**config.mk**
```make
export PLATFORM = sky130hd
export DESIGN_NAME = led_blink_scheduler
export DESIGN_NICKNAME = d
export VERILOG_FILES = /design/src/rtl/led_blink_scheduler.sv
export SDC_FILE = /design/constraint.sdc
export NUM_CORES = 1
export LEC_CHECK = 0
export CORE_ASPECT_RATIO = 0.8
export CORE_UTILIZATION = 50
export CTS_BUF_LIST = sky130_fd_sc_hd__clkbuf_2 sky130_fd_sc_hd__clkbuf_4 sky130_fd_sc_hd__clkbuf_8
export DETAILED_ROUTE_END_ITERATION = 10
export GPL_TIMING_DRIVEN = 0
export PLACE_DENSITY = 0.77
export SYNTH_ARGS = -nofsm -noshare
export SYNTH_HDL_FRONTEND = slang
export SYNTH_SLANG_ARGS = --single-unit
```
**constraint.sdc**
```tcl
create_clock -name main_clk -period 3.7 [get_ports main_clk]
set_input_delay 0.74 -clock main_clk [delete_from_list [all_inputs] [get_ports main_clk]]
set_output_delay 0.74 -clock main_clk [all_outputs]
set_load 0.02 [all_outputs]
```
**src/rtl/led_blink_scheduler.sv**
```systemverilog
// Round-robin owner of the single board LED: each granted requester i shows
// i+1 blinks followed by a dark gap, all paced by an internal tick prescaler.
module led_blink_scheduler #(
    parameter int unsigned TICK_DIV  = 5000000,
    parameter int unsigned ON_TICKS  = 2,
    parameter int unsigned OFF_TICKS = 1,
    parameter int unsigned GAP_TICKS = 3
) (
    input  logic       main_clk,
    input  logic       reset_n,
    input  logic [3:0] req,
    input  logic       abort,
    output logic       LED,
    output logic [3:0] grant,
    output logic       busy,
    output logic       done
);

    typedef enum logic [1:0] {
        IDLE = 2'd0,
        ON   = 2'd1,
        OFF  = 2'd2,
        GAP  = 2'd3
    } state_t;

    localparam logic [27:0] TICK_LAST = 28'(TICK_DIV - 1);
    localparam logic [31:0] ON_LAST   = 32'(ON_TICKS - 1);
    localparam logic [31:0] OFF_LAST  = 32'(OFF_TICKS - 1);
    localparam logic [31:0] GAP_LAST  = 32'(GAP_TICKS - 1);

    logic [27:0] presc_r;
    logic        tick_s;
    state_t      state_r;
    logic [31:0] t_r;
    logic [1:0]  blink_r;
    logic [1:0]  gidx_r;
    logic [1:0]  ptr_r;
    logic [1:0]  pick_s;

    // First requesting index found scanning upward from the pointer, wrapping mod 4.
    function automatic logic [1:0] rr_pick(input logic [3:0] r, input logic [1:0] p);
        logic [1:0] idx;
        logic [1:0] sel;
        logic       found;
        sel   = p;
        found = 1'b0;
        for (int k = 0; k < 4; k++) begin
            idx = p + 2'(k);
            if (!found && r[idx]) begin
                sel   = idx;
                found = 1'b1;
            end
        end
        return sel;
    endfunction

    assign tick_s = (presc_r == TICK_LAST);
    assign pick_s = rr_pick(req, ptr_r);

    // Free-running tick prescaler; only reset_n ever restarts it.
    always_ff @(posedge main_clk or negedge reset_n) begin
        if (!reset_n) begin
            presc_r <= 28'd0;
        end else if (tick_s) begin
            presc_r <= 28'd0;
        end else begin
            presc_r <= presc_r + 28'd1;
        end
    end

    // Show sequencer; abort outranks any tick-driven move, done is a single-cycle pulse.
    always_ff @(posedge main_clk or negedge reset_n) begin
        if (!reset_n) begin
            state_r <= IDLE;
            t_r     <= 32'd0;
            blink_r <= 2'd0;
            gidx_r  <= 2'd0;
            ptr_r   <= 2'd0;
            LED     <= 1'b0;
            grant   <= 4'd0;
            busy    <= 1'b0;
            done    <= 1'b0;
        end else begin
            done <= 1'b0;
            if (abort && (state_r != IDLE)) begin
                state_r <= IDLE;
                t_r     <= 32'd0;
                blink_r <= 2'd0;
                LED     <= 1'b0;
                grant   <= 4'd0;
                busy    <= 1'b0;
            end else if (tick_s) begin
                case (state_r)
                    IDLE: begin
                        if ((req != 4'd0) && !abort) begin
                            gidx_r  <= pick_s;
                            grant   <= 4'b0001 << pick_s;
                            blink_r <= 2'd0;
                            t_r     <= 32'd0;
                            LED     <= 1'b1;
                            busy    <= 1'b1;
                            state_r <= ON;
                        end
                    end
                    ON: begin
                        if (t_r == ON_LAST) begin
                            t_r     <= 32'd0;
                            LED     <= 1'b0;
                            state_r <= OFF;
                        end else begin
                            t_r <= t_r + 32'd1;
                        end
                    end
                    OFF: begin
                        if (t_r == OFF_LAST) begin
                            t_r <= 32'd0;
                            if (blink_r == gidx_r) begin
                                state_r <= GAP;
                            end else begin
                                blink_r <= blink_r + 2'd1;
                                LED     <= 1'b1;
                                state_r <= ON;
                            end
                        end else begin
                            t_r <= t_r + 32'd1;
                        end
                    end
                    GAP: begin
                        if (t_r == GAP_LAST) begin
                            t_r     <= 32'd0;
                            grant   <= 4'd0;
                            busy    <= 1'b0;
                            done    <= 1'b1;
                            ptr_r   <= gidx_r + 2'd1;
                            state_r <= IDLE;
                        end else begin
                            t_r <= t_r + 32'd1;
                        end
                    end
                    default: begin
                        state_r <= IDLE;
                        t_r     <= 32'd0;
                        LED     <= 1'b0;
                        grant   <= 4'd0;
                        busy    <= 1'b0;
                    end
                endcase
            end
        end
    end

endmodule

```
==> impl_metrics.ini, run 1 <==
[worst_setup_path]
timing_worst_setup_path_type = flip-flop to flip-flop
crit_required_ps = 3940
critPathArrivalTime_ps = 3070
timing.critical_path.fanout_max = 6
worst_setup_path_start_kind = flip-flop
crit_path_cell_trace = nor4_1, nand4_1, nor4_1, and3_1, mux2_2
cp_slowest_cell = sky130_fd_sc_hd__nor4_1
cpPeakStageDelay_ps = 1010
cp-end-kind = flip-flop
crit_top_cell = sky130_fd_sc_hd__nor4_1

[place]
port_buffers = 13
dp_slack_ps = 609
replace_congestion = 0.888
place_hpwl_mm = 7.06
place_area_um2 = 4640

[cts]
cts_buffers = 9
cts.htree.levels = 3
clk-insertion-delay-late_ps = 350
cts_hold_buf = 0
cts_resized = 0
largest_buffer_count_on_any_clock_path = 2
cts.reportedPaths.clkPinSlew_ps = 80
cts.root.buffer_cell = sky130_fd_sc_hd__clkbuf_8
cts_setup_buffers = 0
cts_sinks = 75
tritoncts = built

[global_routing]
grt_antenna_before_repair = 0
grt_pass1_wl_mm = 16.9
globalRouteTotalUtil = 0.234
first_global_vias = 3424
grt.overflow.total = 0
grt_max_degree = 39

[yosys]
synth-edff-count = 0
synth_top_area_share = 0.432
post_synth_num_cell_types = 56
ys_seq_elements = 75
synth_area_leaders = sky130_fd_sc_hd__dfrtp_1 43%, sky130_fd_sc_hd__nand3_1 3.6%, sky130_fd_sc_hd__nand2_1 3.5%
netlist_top_cells_count = 75 x sky130_fd_sc_hd__dfrtp_1, 40 x sky130_fd_sc_hd__nand2_1, 31 x sky130_fd_sc_hd__nand3_1, 31 x sky130_fd_sc_hd__nor2_1, 28 x sky130_fd_sc_hd__o21ai_0
asyncSetResetFlopFracSynth = 1.00
syn_area_per_cell_um2 = 9.33
syn-cell-area_um2 = 4350
seq_area_frac_synth = 0.432
synth.net_count = 482
yosysMostFrequentCell = sky130_fd_sc_hd__dfrtp_1
post-synth-top-area-cell = sky130_fd_sc_hd__dfrtp_1
post_synth_inst_count = 466
synth_ff_type = sky130_fd_sc_hd__dfrtp_1
synth.yosys.warnings = 0

[finish]
diodes = 0
final_cell_area_um2 = 4860
layout-area-overhead-vs-synth_pct = 11.8
filler_cell_count = 722
final_layout_size_suffix_gt1_frac = 0.105
final_nets = 507

[pwr]
power.static_leakage_nw = 2.03
peakVddDrop_uv = 328
power_density_nw_per_um2 = 475

[timing]
rsz0062_at_grt = false
finalSetupViolCount = 0
clock.fmax_mhz = 353
max_slew_margin = 0.225
slew_viol_final = 0
worst_pin_slew_ps = 1150
post-route-min-period_ps = 2830
postLayoutSetupSlackWorst_ps = 870
fin_skew_ps = 9.48
hold_viol = 0
period_share = 0.765

[job]
cap_violations = 0

[drt]
routed_antenna_nets = 0
vias_per_cell = 6.16
vias = 3743
route.final.wire_length_mm = 9.82
avgRoutedWirePerCell_um = 16.1
detail_route.drc_violations = 0
dr.first_iter.drc_count = 297
drt_pass1_iterations = 5

[die]
chipWidth_um = 106
die-height_um = 85.4
num_io_pins = 14
core_area_um2 = 8450
start_util = 0.515
rows = 30
dieArea_um2 = 9080

[status]
outcome = complete, no violations

[hold_path]
hp-class = input pin to async pin
==> stage by stage <==
stage	total power (W)	instances	hold WS (ps)	setup TNS [ps]	util
2_1_floorplan	0.00140	466	443	0	-
3_3_place_gp	0.00159	591	460	-55180	0.547
3_5_place_dp	0.00160	592	467	0	0.549
4_1_cts	0.00232	608	362	0	0.576
5_1_grt	0.00244	608	385	0	0.576
6_report	0.00231	608	345	0	0.576
==> critical path: cells and delay by family (launching register included) <==
| kind | cells | cell delay, ps |
|---|---|---|
| DFF | 1 | 420 |
| muxes | 1 | 350 |
| and+or+nand+nor | 4 | 1950 |
==> per-layer routing <==
layer	vias up	share of wire	track usage
li1	1777	-	-
met1	1853	0.49	0.348
met2	105	0.45	0.340
met3	8	0.053	0.0622
met4	0	0.0095	0.0568
met5	-	0	0
==> cells in the final DEF (no fill, tap or decap), types with 3 or more instances in the layout <==
cell                               n
sky130_fd_sc_hd__nor2b_1           5
sky130_fd_sc_hd__clkdlybuf4s50_1  12
sky130_fd_sc_hd__buf_2             7
sky130_fd_sc_hd__nor2_1           31
sky130_fd_sc_hd__o2bb2ai_1         4
sky130_fd_sc_hd__clkbuf_8          9
sky130_fd_sc_hd__o21ai_0          28
sky130_fd_sc_hd__ha_1              9
sky130_fd_sc_hd__and2_1            5
sky130_fd_sc_hd__clkbuf_1         11
sky130_fd_sc_hd__inv_1            20
sky130_fd_sc_hd__o41ai_1           4
sky130_fd_sc_hd__and3_1           10
sky130_fd_sc_hd__a21oi_1          17
sky130_fd_sc_hd__a22o_1           14
sky130_fd_sc_hd__nand2_1          40
sky130_fd_sc_hd__and4_1            7
sky130_fd_sc_hd__nor4_1           20
sky130_fd_sc_hd__nand4_1          14
sky130_fd_sc_hd__nand3_1          31
sky130_fd_sc_hd__or3_1             6
sky130_fd_sc_hd__o31ai_1           7
sky130_fd_sc_hd__o21ai_1           3
sky130_fd_sc_hd__or4_1             3
sky130_fd_sc_hd__buf_6             3
sky130_fd_sc_hd__or2_2             3
sky130_fd_sc_hd__o22ai_1           3
sky130_fd_sc_hd__o311ai_1          3
sky130_fd_sc_hd__xor2_1           13
sky130_fd_sc_hd__mux2_2            3
sky130_fd_sc_hd__nor3_1           14
sky130_fd_sc_hd__nand2b_1          4
sky130_fd_sc_hd__xnor2_1          15
sky130_fd_sc_hd__a2bb2oi_2         7
sky130_fd_sc_hd__dfrtp_1          75
==> where the power goes <==
group | leakage (nW) | switching, W | internal [W]
Sequential | 1.02 | 0.0000538 | 0.000872
Clock | 0.106 | 0.000325 | 0.000384
Combinational | 0.899 | 0.000399 | 0.000276
==> path summary, 6_finish.rpt <==
path                                       startpoint               endpoint  slack, ps  cells past startpoint
worst max-delay path            presc_r[24]$_DFF_PN0_  gidx_r[0]$_DFFE_PN0P_        870                      5
max in group asynchronous                     reset_n  presc_r[20]$_DFF_PN0_       2780                      2
worst min-delay path                          reset_n    t_r[31]$_DFFE_PN0P_        350                      1
worst max register to register  presc_r[24]$_DFF_PN0_  gidx_r[0]$_DFFE_PN0P_        870                      5
worst min register to register  presc_r[27]$_DFF_PN0_  presc_r[27]$_DFF_PN0_        480                      1
min in group main_clk           presc_r[27]$_DFF_PN0_  presc_r[27]$_DFF_PN0_        480                      1
==> layout make-up <==
class,instances,area (um^2),share of cell area
clock inverters,7,101,0.0208
multi-input cells,350,2290,0.470
well taps,112,140,0.0288
flip-flops and latches,75,1880,0.386
plain buffers,21,110,0.0226
repair buffers,14,148,0.0304
clock buffers,9,124,0.0255
inverters,20,75.1,0.0154
==> cells by family (layout without fill, tap and decap cells) <==
group | Yosys count | after routing | synth area share
adders and majority gates | 9 | 9 | 0.0259
buffers and inverters | 41 | 71 | 0.0426
AOI/OAI and AO/OA | 106 | 106 | 0.184
DFF | 75 | 75 | 0.432
and+or+nand+nor | 202 | 202 | 0.248
xor gates and xnor gates | 28 | 28 | 0.0564
muxes | 5 | 5 | 0.0124
==> registers in the layout, summed over array words and instances (netlist names), 2 cells and up <==
register and cells:
t_r 32, presc_r 28, grant 4, blink_r 2, gidx_r 2, ptr_r 2, state_r 2
No activity file was read; power rests on OpenSTA's default activity.
==> run 2: changes to the inputs <==
--- a/config.mk
+++ b/config.mk
@@ -10,7 +10,7 @@
 export CTS_BUF_LIST = sky130_fd_sc_hd__clkbuf_2 sky130_fd_sc_hd__clkbuf_4 sky130_fd_sc_hd__clkbuf_8
 export DETAILED_ROUTE_END_ITERATION = 10
 export GPL_TIMING_DRIVEN = 0
-export PLACE_DENSITY = 0.77
+export PLACE_DENSITY = 0.8
 export SYNTH_ARGS = -nofsm -noshare
 export SYNTH_HDL_FRONTEND = slang
 export SYNTH_SLANG_ARGS = --single-unit
==> constraint.sdc (replaced) <==
create_clock -name main_clk -period 2.35 [get_ports main_clk]
set_input_delay 0.47 -clock main_clk [delete_from_list [all_inputs] [get_ports main_clk]]
set_output_delay 0.47 -clock main_clk [all_outputs]
set_load 0.02 [all_outputs]
==> impl_metrics.ini, run 2 (synthesized netlist as in run 1, its figures left out) <==
[worst_setup_path]
critPathBufInv = 2
cpPeakStageDelay_ps = 420
worst_setup_path_start_kind = flip-flop
path_delay_family = simple AND/OR/NAND/NOR gates
cp_slowest_cell = sky130_fd_sc_hd__dfrtp_1
timing.critical_path.fanout_max = 4
crit_path_cell_trace = ha_4, nand3_4, or2_4, o41ai_4, buf_4, nand4_1, buf_4, or4_4, a21oi_2
critPathArrivalTime_ps = 2850
timing_worst_setup_path_type = flip-flop to flip-flop
cp-end-kind = flip-flop
crit_required_ps = 2640
crit_top_cell = sky130_fd_sc_hd__buf_4

[pwr]
clockPowerShare = 0.298
seq_power_share = 0.350
power_density_nw_per_um2 = 748
net-switching-power_w = 0.00147
design_power_total_w = 0.00420
swShare = 0.350
power.static_leakage_nw = 2.32
cell_internal_pwr_w = 0.00273
peakVddDrop_uv = 588
comb_power_share = 0.352

[cts]
cts_buffers = 9
tritoncts = built
cts.reportedPaths.clkPinSlew_ps = 80
clk-insertion-delay-late_ps = 360
cts.root.buffer_cell = sky130_fd_sc_hd__clkbuf_8
cts_sinks = 75
cts_hold_buf = 0
largest_buffer_count_on_any_clock_path = 2
cts.htree.levels = 3

[die]
num_io_pins = 14
core_area_um2 = 8450
dieArea_um2 = 9080
rows = 30
die-height_um = 85.4
start_util = 0.515
chipWidth_um = 106

[timing]
finalHoldWorstSlack_ps = 63.7
slew_viol_final = 0
clock.fmax_mhz = 392
period_share = 1.09
post-route-min-period_ps = 2550
fin_skew_ps = 9.33
max_slew_margin = 0.654
postLayoutSetupSlackWorst_ps = -203
hold_viol = 0
finalSetupViolCount = 36
worst_pin_slew_ps = 518
rsz0062_at_grt = true

[global_routing]
first_global_vias = 3736
grt.overflow.total = 0
grt_pass1_wl_mm = 18.1
grt_max_degree = 40
grt_antenna_before_repair = 0
globalRouteTotalUtil = 0.251

[finish]
diodes = 0
final_layout_size_suffix_gt1_frac = 0.265
regArea_um2 = 1890
regMostFlops = t_r
number_of_flip_flops_under_the_largest_register_name = 32
final_nets = 535
mostFrequentLayoutCell = sky130_fd_sc_hd__dfrtp_1
layout-area-overhead-vs-synth_pct = 29.3
multi_input_comb_area_um2 = 2710
postLayoutCoreUtil = 0.666
filler_cell_count = 582
final_cell_mix = 68 x sky130_fd_sc_hd__dfrtp_1, 38 x sky130_fd_sc_hd__nand2_1, 30 x sky130_fd_sc_hd__nor2_1, 30 x sky130_fd_sc_hd__buf_4, 27 x sky130_fd_sc_hd__nand3_1
reg_top3 = t_r x32, presc_r x28, grant x4

[hold_path]
hp-class = input pin to async pin

[drt]
avgRoutedWirePerCell_um = 19.7
dr.first_iter.drc_count = 510
routed_antenna_nets = 0
route.final.wire_length_mm = 12.5
detail_route.drc_violations = 0
vias_per_cell = 6.58
drt_pass1_iterations = 7
vias = 4186

[place]
port_buffers = 13
replace_congestion = 0.873
place_hpwl_mm = 7.16
dp_slack_ps = -537

[job]
cap_violations = 0

[status]
outcome = finished, violations left
violations_in_the_final_reports = setup timing
[run 2: layer usage]
layer,vias to the layer above,global-route usage,wire [um]
li1,1831,-,-
met1,2045,0.351,5260
met2,248,0.392,5860
met3,62,0.0469,914
met4,0,0.0896,500
met5,-,0,0
[run 2: worst paths after layout]
check                      depth (start not counted)               endpoint  slack [ps]                   from
setup / recovery                                   9    t_r[31]$_DFFE_PN0P_        -200   presc_r[0]$_DFF_PN0_
hold / removal                                     1    t_r[13]$_DFFE_PN0P_          60                reset_n
setup reg to reg                                   9    t_r[31]$_DFFE_PN0P_        -200   presc_r[0]$_DFF_PN0_
hold reg to reg                                    1  presc_r[27]$_DFF_PN0_         500  presc_r[27]$_DFF_PN0_
max in group asynchronous                          2   presc_r[7]$_DFF_PN0_        1700                reset_n
min in group main_clk                              1  presc_r[27]$_DFF_PN0_         500  presc_r[27]$_DFF_PN0_
[run 2: repair_timing]
action / 4_1_cts / 5_1_grt
gates cloned: 0 / 1
setup endpoints to repair: 56 / 59
pin swaps: 17 / 21
buffers inserted: 12 / 22
resized for setup: 34 / 67
[run 2: metrics by stage]
stage / TNS (ps) / instance area [um^2] / cells
after floorplan: 0 / 4350 / 466
after detailed placement: -19640 / 4640 / 592
after global routing: -8920 / 5620 / 636
after CTS: -493 / 5140 / 618
final: -3340 / 5620 / 636
after global placement: -150470 / 4620 / 591
[run 2: power groups by stage]
| stage | Clock [W] | Sequential (W) | Combinational [W] |
|---|---|---|---|
| 2_1_floorplan | 0 | 0.00151 | 0.000688 |
| 3_3_place_gp | 0 | 0.00148 | 0.00101 |
| 3_5_place_dp | 0 | 0.00148 | 0.00105 |
| 4_1_cts | 0.00126 | 0.00146 | 0.00116 |
| 5_1_grt | 0.00131 | 0.00148 | 0.00155 |
| 6_report | 0.00125 | 0.00147 | 0.00148 |
[run 2: area by class of cell]
cell class / count / share of cell area
Buffer: 16 / 0.0247
Clock buffer: 9 / 0.0220
Clock inverter: 7 / 0.0220
Inverter: 20 / 0.0134
Multi-Input combinational cell: 350 / 0.482
Sequential cell: 75 / 0.335
Tap cell: 112 / 0.0249
Timing Repair Buffer: 47 / 0.0757
==> run 3: changes to the inputs <==
--- a/config.mk
+++ b/config.mk
@@ -6,11 +6,12 @@
 export NUM_CORES = 1
 export LEC_CHECK = 0
 export CORE_ASPECT_RATIO = 0.8
-export CORE_UTILIZATION = 50
+export CORE_UTILIZATION = 46
 export CTS_BUF_LIST = sky130_fd_sc_hd__clkbuf_2 sky130_fd_sc_hd__clkbuf_4 sky130_fd_sc_hd__clkbuf_8
 export DETAILED_ROUTE_END_ITERATION = 10
 export GPL_TIMING_DRIVEN = 0
-export PLACE_DENSITY = 0.8
+export PLACE_DENSITY = 0.75
+export SKIP_CTS_REPAIR_TIMING = 1
 export SYNTH_ARGS = -nofsm -noshare
 export SYNTH_HDL_FRONTEND = slang
 export SYNTH_SLANG_ARGS = --single-unit
==> impl_metrics.ini, run 3 (synthesized netlist as in run 1, its figures left out) <==
[status]
outcome = finished, violations left
violations_in_the_final_reports = setup timing

[pwr]
design_power_total_w = 0.00418
power.static_leakage_nw = 2.28
peakVddDrop_uv = 523
power_density_nw_per_um2 = 755

[worst_setup_path]
worst_setup_path_start_kind = flip-flop
crit_required_ps = 2640
cp-end-kind = flip-flop
timing_worst_setup_path_type = flip-flop to flip-flop
timing.critical_path.fanout_max = 4
critPathArrivalTime_ps = 2880
worst-r2r-setup-slack_ps = -240

[finish]
layout-area-overhead-vs-synth_pct = 27.2
mostFrequentLayoutCell = sky130_fd_sc_hd__dfrtp_1
final_nets = 533
filler_cell_count = 673
final_layout_size_suffix_gt1_frac = 0.251
regMostFlops = t_r
diodes = 0
final_cells = 637
number_of_flip_flops_under_the_largest_register_name = 32
reg_top3 = t_r x32, presc_r x28, grant x4
final_cell_mix = 64 x sky130_fd_sc_hd__dfrtp_1, 37 x sky130_fd_sc_hd__nand2_1, 31 x sky130_fd_sc_hd__buf_4
multi_input_comb_area_um2 = 2610
regArea_um2 = 1890
postLayoutCoreUtil = 0.607

[drt]
avgRoutedWirePerCell_um = 17.5
met3_length_um = 804
vias = 3932
wl_met1_mm = 4.92
vias_per_cell = 6.17
detail_route.drc_violations = 0
drt_pass1_iterations = 7
dr.first_iter.drc_count = 345
maxUsedRoutingLayer = met4
route.final.wire_length_mm = 11.2
wl_met2_mm = 5.25
routed_antenna_nets = 0

[cts]
clk-insertion-delay-late_ps = 360
largest_buffer_count_on_any_clock_path = 2
cts.reportedPaths.clkPinSlew_ps = 90
cts_sinks = 75
cts.htree.levels = 3
cts_buffers = 9
cts.root.buffer_cell = sky130_fd_sc_hd__clkbuf_8
tritoncts = built

[place]
numPlacedInstances = 595
port_buffers = 13
replace_congestion = 0.920
place_hpwl_mm = 7.08

[global_routing]
first_global_vias = 3374
grt_antenna_before_repair = 0
grt_pass1_wl_mm = 16.3
grt.overflow.total = 0
globalRouteTotalUtil = 0.208
grt_max_degree = 41

[die]
chipWidth_um = 111
rows = 31
core_area_um2 = 9110
num_io_pins = 14
die-height_um = 89.0
start_util = 0.477
dieArea_um2 = 9850

[timing]
clock.fmax_mhz = 386
fin_skew_ps = 17.3
postLayoutSetupSlackWorst_ps = -243
max_slew_margin = 0.634
hold_viol = 0
worst_pin_slew_ps = 544
rsz0062_at_grt = true
post-route-min-period_ps = 2590
finalSetupViolCount = 26
period_share = 1.10
slew_viol_final = 0

[job]
cap_violations = 0

[hold_path]
hp-class = input pin to async pin
## run 3: changes by cell type in the layout (fill, tap and decap cells not counted), sizes merged
cell	change
buf	-4
clkbuf	+4
clkinv	-1
clkinvlp	-1
## run 3: layer usage
layer / track usage / vias to the layer above
met1: 0.294 / 1909
met5: 0 / -
met4: 0.0764 / 0
met2: 0.313 / 168
li1: - / 1830
met3: 0.0502 / 25
## run 3: metrics by stage
stage / cell area, um^2 / hold WS (ps) / TNS, ps / setup WS [ps]
after floorplan: 4350 / 174 / 0 / 118
after CTS: 4890 / 72.7 / -17580 / -592
after global routing: 5530 / 92.4 / -5250 / -322
final: 5530 / 59.3 / -2070 / -243
after global placement: 4620 / 466 / -156240 / -1800
after detailed placement: 4640 / 463 / -22180 / -584
## run 3: worst max-delay path, stage by stage, from the launching register on
cell and delay [ps]:
sky130_fd_sc_hd__dfrtp_2 440, sky130_fd_sc_hd__nor4_4 300, sky130_fd_sc_hd__nand4_1 260, sky130_fd_sc_hd__o41ai_4 330, sky130_fd_sc_hd__buf_4 190, sky130_fd_sc_hd__nand4_1 220, sky130_fd_sc_hd__buf_4 240, sky130_fd_sc_hd__or4_4 410
sky130_fd_sc_hd__a21oi_2 130
## run 3: final timing paths
path	start	endpoint	cells after the start
max	presc_r[24]$_DFF_PN0_	t_r[31]$_DFFE_PN0P_	8
min reg2reg	presc_r[13]$_DFF_PN0_	presc_r[13]$_DFF_PN0_	1
min	reset_n	done$_DFF_PN0_	1
max in group asynchronous	reset_n	t_r[24]$_DFFE_PN0P_	2
max reg2reg	presc_r[24]$_DFF_PN0_	t_r[31]$_DFFE_PN0P_	8
min in group main_clk	presc_r[13]$_DFF_PN0_	presc_r[13]$_DFF_PN0_	1
## run 3: cell type report
type / instances / area share
Sequential cell: 75 / 0.342
Buffer: 14 / 0.0233
Inverter: 20 / 0.0136
Clock buffer: 11 / 0.0262
Tap cell: 115 / 0.0260
Timing Repair Buffer: 47 / 0.0771
Multi-Input combinational cell: 350 / 0.472
Clock inverter: 5 / 0.0195
## run 3: power breakdown
part	internal (W)	switching [W]
Clock	0.000754	0.000507
Combinational	0.000665	0.000785
Sequential	0.00137	0.0000930
Total	0.00279	0.00138
==> RTL change (settings of run 3) <==
Encoding of `state_t`: now one-hot (4 bits for 4 states).
--- a/src/rtl/led_blink_scheduler.sv
+++ b/src/rtl/led_blink_scheduler.sv
@@ -18,7 +18,7 @@
 
-    typedef enum logic [1:0] {
-        IDLE = 2'd0,
-        ON   = 2'd1,
-        OFF  = 2'd2,
-        GAP  = 2'd3
+    typedef enum logic [3:0] {
+        IDLE = 4'b0001,
+        ON   = 4'b0010,
+        OFF  = 4'b0100,
+        GAP  = 4'b1000
     } state_t;
Formal check against the unedited RTL: no difference found for any inputs over 10 cycles, from zero or initial values and one cycle with reset_n low; not proved beyond that.
==> RTL change against run 3 <==
Synthesized area decreased by 2.8%. Hold slack better by 0.43 ns. Via count down 7.1%. Sequential share of layout area is 4.7 points higher. Final area is 10% lower. Sequential cell count rose by 2. Setup slack improved by 0.26 ns. Routed wire length shrank 7.1%. Non-clock buffer count fell by 26. Critical endpoint unchanged. Final cell count shrank 6.9%. Die area shrank 2.8%.
Power is not compared: it rests on default switching activity, and its combinational part moved more than twofold at a synthesized area within 25%.
==> RTL change: results (changes against run 3) <==
Run status
  • Outcome: completed

Clock network
  • Clk buf depth: 2 (unchanged)
  • Clock-pin slew on the worst setup and hold paths: 0.08 ns
  • Root Driver: clkbuf_8
  • H-tree Lvls: 3 (unchanged)
  • Worst skew pair latency: 0.36 ns (about the same)
  • CTS Buf Count: 9 (unchanged)

Synthesis
  • Synth top area cells: dfrtp_1 (45%), nand3_1 (4.7%), nor2_1 (4.1%)
  • Sequential fraction of the synthesis area: 45.6% (+2.5 points)
  • Async S/R FF share, synth: 100% (unchanged)
  • Post-synthesis mux area share: 0.267% (-0.97 points)
  • Commonest cells post-synth: dfrtp_1 (76), nor2_1 (46), nand3_1 (40), nand2_1 (31), o21ai_0 (23)
  • Synth Net Count: 454 (-5.8%)
  • Ys Warns: 0 (unchanged)
  • Post-synthesis cell type count: 60 (+7.1%)
  • Post-synthesis xor/xnor area fraction: 6.01% (+0.37 points)
  • Compound-Gate Fraction of Synth Area: 18.7% (+0.36 points)
  • Area share of fa/ha/maj cells after synthesis: 1.48% (-1.1 points)

Placement
  • I/O Buffers: 13 (unchanged)
  • HPWL after detailed placement: 7060 um (-0.27%)
  • RePlAce Congestion: 0.894 (-2.8%)
  • Post-Place Cell Area: 4520 um2 (-2.6%)

Detailed routing
  • Drt first-iter violations: 350 (+1.4%)
  • Pre-antenna DRT Iters: 5 (-2)
  • Final wirelength: 10400 um (-7.1%)
  • Via Count: 3652 (-7.1%)

Critical path
  • Critical Path Source Type: register
  • Worst R2R Start: presc_r[23]
  • CP max FO: 10 (+6)
  • FF-to-FF path depth: 9 (+1)
  • R2r setup slk: 0.02 ns (+0.26 ns)
  • CP arrival: 2.57 ns (-0.31 ns)

STA
  • Final Skew: 0.00740 ns (-0.00991 ns)
  • Slew headroom: 65.8% (+2.5 points)
  • Hold slack: 0.486 ns (+0.426 ns)

GRT
  • Vias in the first global route: 3299 (-2.2%)
  • Pin count of the biggest net entering global routing: 64 (+56%)
  • Antenna violations before repair: 0 (unchanged)
  • Total GRT Usage: 22.3% (+1.5 points)
  • Global-route wire length before repair: 16300 um (-0.21%)

Power and ir drop
  • Power Internal: 0.00225 W
  • Leak: 2.12 nW
  • VDD IR-drop max: 0.000679 V

Min path
  • Worst Hold Depth: 1
  • Hold WC Path Type: register to register
  • Hold_sp: presc_r[0]

Cells and area
  • Diode count: 0 (unchanged)
  • Multi-input logic area: 2310 um2 (-12%)
  • Share of cells above drive strength 1: 15.0% (-10 points)
  • Fill cells: 758 (+13%)
  • Largest regs: t_r (32), presc_r (28)
  • Final #Nets: 489 (-8.3%)
## RTL change: final timing paths
kind / end
max: t_r[31]
min: presc_r[0]
max reg2reg: t_r[31]
min reg2reg: presc_r[0]
max in group asynchronous: state_r[0]
min in group asynchronous: presc_r[13]
## RTL change: final cells by class
cell class              count  area share, %
plain buffers              11           1.46
clock buffers              11           2.92
clock inverters             4           1.46
inverters                  14           1.06
multi-input cells         340           46.4
flip-flops and latches     77           38.9
well taps                 112           2.82
repair buffers             24           4.99
## RTL change: layer usage
metal  vias to the layer above  part of all wire, %  global-route usage (%)
met1                      1771                   46                    31.6
met2                       139                   46                    33.4
li1                       1716                    -                       -
met5                         -                    0                       0
met3                        26                  6.3                    5.80
met4                         0                  1.9                    6.88
## RTL change: power groups by stage
stage	logic [W]	registers [W]	clock network [W]
floorplan	0.000362	0.00143	0
global placement	0.000529	0.00143	0
detailed placement	0.000552	0.00143	0
CTS	0.000555	0.00141	0.00113
global route	0.000679	0.00143	0.00118
finish	0.000630	0.00142	0.00111
## RTL change: critical path: stages (launching register included)
cell	delay, ns
dfrtp_1	0.47
nor4bb_4	0.33
nand3_1	0.16
nor3_4	0.27
buf_12	0.15
o21ai_4	0.08
buf_4	0.22
clkbuf_4	0.21
a22oi_1	0.23
o41ai_2	0.10
## RTL change: per-stage QoR
stage / total power, W / setup TNS, ns / cells / utilization [%] / setup WS, ns
finish: 0.00316 / 0 / 593 / 57.0 / 0.0162
global placement: 0.00196 / -158.06 / 567 / 51.6 / -1.86
detailed placement: 0.00199 / -17.29 / 568 / 51.9 / -0.613
floorplan: 0.00179 / 0 / 442 / - / 0.266
CTS: 0.00309 / -6.17 / 583 / 54.4 / -0.262
global route: 0.00329 / -0.241 / 593 / 57.0 / -0.0810
